**src/rtl/alu_arbiter.sv**
```systemverilog
// alu_arbiter: shares one combinational ALU between two requesters, one
// operation in flight at a time.
//
// IDLE accepts one request (req_ready is combinational in that cycle) and
// latches its opcode, operands and PC. EXEC holds the latched values on the
// alu_* outputs for EXEC_CYCLES cycles and then captures alu_result/alu_nxtpc.
// RESP presents the captured data to the granted requester until its
// rsp_ready is seen.
//
// Build option: define ALU_ARB_RR_EN for round-robin arbitration between
// simultaneous requests. Without it, requester 0 always wins a tie and no
// pointer register exists.
//
// Parameters:
//   EXEC_CYCLES  cycles spent in EXEC before result capture (1..15)
//   OpWidth      opcode width
//   WordWidth    operand / PC width
//
// Ports:
//   clk, rst                      clock, asynchronous active-high reset
//   req_valid_N, req_ready_N      request handshake, requester N
//   req_op_N, req_a_N, req_b_N,
//   req_pc_N                      request payload, requester N
//   alu_operator, alu_arg_a,
//   alu_arg_b, alu_currpc         latched operation driven to the shared ALU
//   alu_result, alu_nxtpc         ALU outputs
//   rsp_valid_N, rsp_ready_N      response handshake, requester N
//   rsp_result, rsp_nxtpc         captured response data (shared)
//   busy                          high in any state other than IDLE
//   grant_id                      requester owning the ALU

module alu_arbiter #(
  parameter int unsigned EXEC_CYCLES = 1,
  parameter int unsigned OpWidth     = 4,
  parameter int unsigned WordWidth   = 32
) (
  input  logic                 clk,
  input  logic                 rst,
  input  logic                 req_valid_0,
  input  logic                 req_valid_1,
  output logic                 req_ready_0,
  output logic                 req_ready_1,
  input  logic [OpWidth-1:0]   req_op_0,
  input  logic [OpWidth-1:0]   req_op_1,
  input  logic [WordWidth-1:0] req_a_0,
  input  logic [WordWidth-1:0] req_b_0,
  input  logic [WordWidth-1:0] req_pc_0,
  input  logic [WordWidth-1:0] req_a_1,
  input  logic [WordWidth-1:0] req_b_1,
  input  logic [WordWidth-1:0] req_pc_1,
  output logic [OpWidth-1:0]   alu_operator,
  output logic [WordWidth-1:0] alu_arg_a,
  output logic [WordWidth-1:0] alu_arg_b,
  output logic [WordWidth-1:0] alu_currpc,
  input  logic [WordWidth-1:0] alu_result,
  input  logic [WordWidth-1:0] alu_nxtpc,
  output logic                 rsp_valid_0,
  output logic                 rsp_valid_1,
  input  logic                 rsp_ready_0,
  input  logic                 rsp_ready_1,
  output logic [WordWidth-1:0] rsp_result,
  output logic [WordWidth-1:0] rsp_nxtpc,
  output logic                 busy,
  output logic                 grant_id
);

  localparam int unsigned CntWidth = 4;
  localparam logic [CntWidth-1:0] CntLoad = CntWidth'(EXEC_CYCLES - 1);

  typedef enum logic [1:0] {
    StIdle,
    StExec,
    StResp
  } state_e;

  state_e                 state_q;
  logic [OpWidth-1:0]     op_q;
  logic [WordWidth-1:0]   a_q;
  logic [WordWidth-1:0]   b_q;
  logic [WordWidth-1:0]   pc_q;
  logic [CntWidth-1:0]    cnt_q;
  logic                   grant_q;
  logic                   busy_q;
  logic                   rsp_valid_0_q;
  logic                   rsp_valid_1_q;
  logic [WordWidth-1:0]   rsp_result_q;
  logic [WordWidth-1:0]   rsp_nxtpc_q;

  logic any_req;
  logic accept;
  logic pick;
  logic rsp_take;

  assign any_req = req_valid_0 | req_valid_1;
  assign accept  = (state_q == StIdle) && any_req;

`ifdef ALU_ARB_RR_EN
  // Requester favoured on the next tie; always the one not granted last.
  logic rr_ptr_q;

  always_comb begin
    pick = req_valid_1;
    if (req_valid_0 && req_valid_1) begin
      pick = rr_ptr_q;
    end
  end
`else
  // Fixed priority: requester 1 only wins when requester 0 is idle.
  always_comb begin
    pick = 1'b0;
    if (!req_valid_0) begin
      pick = req_valid_1;
    end
  end
`endif

  assign req_ready_0 = accept && !pick;
  assign req_ready_1 = accept && pick;

  // Only the granted requester can complete the response handshake.
  assign rsp_take = grant_q ? rsp_ready_1 : rsp_ready_0;

  always_ff @(posedge clk or posedge rst) begin
    if (rst) begin
      state_q       <= StIdle;
      op_q          <= '0;
      a_q           <= '0;
      b_q           <= '0;
      pc_q          <= '0;
      cnt_q         <= '0;
      grant_q       <= 1'b0;
      busy_q        <= 1'b0;
      rsp_valid_0_q <= 1'b0;
      rsp_valid_1_q <= 1'b0;
      rsp_result_q  <= '0;
      rsp_nxtpc_q   <= '0;
`ifdef ALU_ARB_RR_EN
      rr_ptr_q      <= 1'b0;
`endif
    end else begin
      case (state_q)
        StIdle: begin
          if (any_req) begin
            op_q    <= pick ? req_op_1 : req_op_0;
            a_q     <= pick ? req_a_1  : req_a_0;
            b_q     <= pick ? req_b_1  : req_b_0;
            pc_q    <= pick ? req_pc_1 : req_pc_0;
            grant_q <= pick;
            cnt_q   <= CntLoad;
            busy_q  <= 1'b1;
            state_q <= StExec;
`ifdef ALU_ARB_RR_EN
            rr_ptr_q <= ~pick;
`endif
          end
        end
        StExec: begin
          if (cnt_q == '0) begin
            rsp_result_q  <= alu_result;
            rsp_nxtpc_q   <= alu_nxtpc;
            rsp_valid_0_q <= ~grant_q;
            rsp_valid_1_q <= grant_q;
            state_q       <= StResp;
          end else begin
            cnt_q <= cnt_q - 1'b1;
          end
        end
        StResp: begin
          if (rsp_take) begin
            // Clearing the operands returns the alu_* outputs to zero in IDLE.
            op_q          <= '0;
            a_q           <= '0;
            b_q           <= '0;
            pc_q          <= '0;
            rsp_valid_0_q <= 1'b0;
            rsp_valid_1_q <= 1'b0;
            busy_q        <= 1'b0;
            state_q       <= StIdle;
          end
        end
        default: begin
          state_q <= StIdle;
        end
      endcase
    end
  end

  assign alu_operator = op_q;
  assign alu_arg_a    = a_q;
  assign alu_arg_b    = b_q;
  assign alu_currpc   = pc_q;
  assign rsp_valid_0  = rsp_valid_0_q;
  assign rsp_valid_1  = rsp_valid_1_q;
  assign rsp_result   = rsp_result_q;
  assign rsp_nxtpc    = rsp_nxtpc_q;
  assign busy         = busy_q;
  assign grant_id     = grant_q;

endmodule
```
**config.mk**
```make
export PLATFORM = sky130hd
export DESIGN_NAME = alu_arbiter
export DESIGN_NICKNAME = d
export VERILOG_FILES = /design/src/rtl/alu_arbiter.sv
export SDC_FILE = /design/constraint.sdc
export NUM_CORES = 1
export LEC_CHECK = 0
export ABC_AREA = 1
export CAP_MARGIN = 40
export CORE_AREA = 2 2 169 171
export DETAILED_ROUTE_END_ITERATION = 6
export DIE_AREA = 0 0 171 173
export GPL_ROUTABILITY_DRIVEN = 0
export PLACE_DENSITY = 0.62
export SLEW_MARGIN = 30
export SYNTH_ARGS = -nofsm -noshare
export SYNTH_HDL_FRONTEND = slang
export SYNTH_SLANG_ARGS = --single-unit
```
**constraint.sdc**
```tcl
create_clock -name clk -period 6.1 [get_ports clk]
set_input_delay 1.83 -clock clk [delete_from_list [all_inputs] [get_ports clk]]
set_output_delay 1.83 -clock clk [all_outputs]
set_load 0.01 [all_outputs]
```
==> summary.md <==
| Metric | Value |
|---|---|
| Outcome | complete, no violations |
| Crit Reg-Reg Endpoint | rsp_result[9]$_DFFE_PP0P_ |
| Final WS setup | 0.880 ns |
| Count of different cell masters after synthesis | 22 |
| CTS clk-pin slew, worst paths | 0.06 ns |
| DR vias | 7880 |
| Critical path's largest stage delay | 0.57 ns |
| H-tree depth | 4 |
| R2r startpoint | cnt_q[0]$_DFFE_PP0P_ |
| Hold Crit Class | reg -> reg |
| Placed Area | 0.0129 mm2 |
| Clock skew | 0.0105 ns |
| Critical Path Stages | 5 |
| Vias in the first global route | 7631 |
| Seq/Total Area, Yosys | 52.5% |
| CP Class | in -> out |
| CTS sink cnt | 174 |
| Final hold viol count | 0 |
| CTS tree | done |
| CTS root buf | clkbuf_16 |
| First-pass iteration count of the detailed router | 4 |
| Cell depth of the worst flop-to-flop path | 7 |
| 1st-iter DRT viols | 392 |
| Largest net degree at the start of global routing | 90 |
| Ys Warns | 0 |
| Hold Slack | 0.475 ns |
| IO Pins | 440 |
| Final setup viols | 0 |
| Slew at the pin with the worst max-slew slack | 0.734 ns |
| Cell row count | 61 |
| Crit-path max FO | 9 |
| Core region area | 0.0276 mm2 |
| Crit path time final | 5.22 ns |
| CP Buf/Inv Count | 3 |
| Postcts setup bufs | 0 |
| # port buffers | 439 |
| Flops & latches, synth | 174 |
| WL/cell | 15.2 um |
| Worst hold stages | 2 |
| CTS max path bufs | 2 |
| Post-layout util | 48.9% |
| Max_cap viols | 0 |
| Leakage | 6.55 nW |
| Num CTS Buffers | 17 |
| CP Launch Type | input pin |
| Synth Net Count | 1323 |
| Initial core utilization | 30.0% |
| Crit-path leading delay family | buffers and inverters |
| Setup tns final | 0 ns |
| Die Span Y | 173 um |
| Routed wire length | 28300 um |
| Syn avg cell area | 7.88 um2 |
| Rel. slew slack | 51.1% |
| # diodes | 0 |
| Top cells by area, synth | dfrtp_1 (53%), nand2_1 (22%), nand2_2 (6.8%) |
| Max Fclk | 192 MHz |
| # hold bufs at CTS | 0 |
| Die area | 0.0296 mm2 |
| Total Power | 6.43 mW |
| Max VDD drop | 0.000208 V |
| Post_cts resized | 0 |
| Chip width | 171 um |
| Via/cell ratio | 4.23 |
| Worst skew pair latency | 0.42 ns |
| Worst path required time | 4.27 ns |
| Most frequent CP cell | clkdlybuf4s50_1 |
| Leading area contributor after synthesis | dfrtp_1 |
| Worst Setup End Kind | output pin |
| First-pass GRT wire length | 43100 um |
| RSZ-0062 raised after global routing | no |
| R2r setup slk | 4.13 ns |
| Post-Synthesis Cell Area | 0.00829 mm2 |
| Slew Viols, Final | 0 |
| Post-Syn Instances | 1052 |
| P&R area growth vs syn | 63.0% |
| Period utilization | 85.6% |
| Drt drc | 0 |
| Hold Crit Start | alu_arg_a[20]$_DFFE_PP0P_ |
| Hold EP | alu_arg_a[20]$_DFFE_PP0P_ |
| Critical path's slowest cell | clkdlybuf4s50_1 |
| Placed cell count | 1830 |
| Fin area | 0.0135 mm2 |
| GRT Total Usage | 18.8% |
| Share of cells above drive strength 1 | 9.91% |
| Initial antenna violation count | 1 |
| CP arrival | 3.39 ns |
| Nets@finish | 1742 |
| CP Cell Sequence | clkdlybuf4s50_1 > inv_2 > nand2_2 > nor2_4 > clkdlybuf4s50_1 |
| Power per cell area | 476 mW/mm2 |
| Dpl ws | 0.871 ns |
| Final ANT Viol Nets | 0 |
| Post-DP HPWL | 20800 um |
| Total grt overflow | 0 |
| Area share of the largest cell type after synthesis | 52.5% |
| Finished Layout Cells | 1861 |
[state kept, by name, summed over array words and instances (netlist names), 2 cells and up]
register      cells
alu_arg_a        32
alu_arg_b        32
alu_currpc       32
alu_operator      4
cnt_q             4
rsp_nxtpc        32
rsp_result       32
state_q           2
[power by group]
part	switching [mW]	total, mW	internal (mW)
Sequential	0.345	2.06	1.72
Clock	0.501	1.16	0.657
Combinational	1.66	3.21	1.55
[cells in the mapped netlist]
library cell / number
nand2_1: 494
dfrtp_1: 174
nor2_1: 101
nand2_2: 90
inv_1: 63
o21ai_0: 43
buf_2: 20
nand3_1: 15
buf_12: 10
clkbuf_1: 10
buf_4: 5
a21oi_1: 4
buf_6: 4
nand4_1: 4
nor2_4: 4
inv_2: 3
nand2_4: 3
clkinv_1: 1
ha_1: 1
inv_6: 1
nand2_8: 1
o21ai_2: 1
[routing by layer]
layer | part of all wire (%) | routed length (um) | GRT usage [%] | vias up
met1 | 41 | 11500 | 22.0 | 3604
met3 | 7.9 | 2240 | 5.84 | 19
met5 | 0.042 | 12 | 0 | -
met2 | 50 | 14300 | 33.7 | 270
li1 | - | - | - | 3985
met4 | 1.1 | 312 | 3.95 | 2
[worst max-delay path by stage]
stage / from / to / slack (ns)
3_5_place_dp: req_valid_1 / req_ready_1 / 0.87
3_3_place_gp: req_valid_0 / req_ready_1 / 0.87
5_1_grt: req_valid_0 / req_ready_1 / 0.81
2_1_floorplan: req_valid_0 / req_ready_1 / 1.85
4_1_cts: req_valid_1 / req_ready_1 / 0.87
6_report: req_valid_0 / req_ready_1 / 0.88
[layout make-up]
cell class / count / area, um2
Tap cell: 378 / 473
Inverter: 68 / 264
Sequential cell: 174 / 4350
Timing Repair Buffer: 449 / 4520
Multi-Input combinational cell: 761 / 3280
Clock buffer: 18 / 429
Fill cell: 2729 / 14100
Clock inverter: 13 / 180
[cells in the final DEF, fill, tap and decap left out, drive strengths merged, types with 2 or more instances in the layout]
master / count
inv: 72
nand4: 4
dfrtp: 174
clkinvlp: 2
clkinv: 4
nand3: 15
nor2: 105
bufinv: 3
nand2: 588
o21ai: 44
a21oi: 4
clkdlybuf4s50: 439
clkbuf: 18
buf: 10
[worst register-to-register path, delay by kind of cell, from the launching register on]
family,cells,cell delay (ns)
adder cells (fa/ha/maj),1,0.24
buffers and inverters,2,0.67
flip-flops,1,0.38
AND/OR/NAND/NOR,4,0.59
[kinds of logic after synthesis]
family                     count (synthesis)  share of synthesized area (%)
DFF                                      174                           52.5
adders and majority gates                  1                          0.151
and+or+nand+nor                          712                           36.1
AOI/OAI and AO/OA                         48                           2.94
buffers and inverters                    117                           8.21
Note: power is estimated with default switching activity, not from simulation.
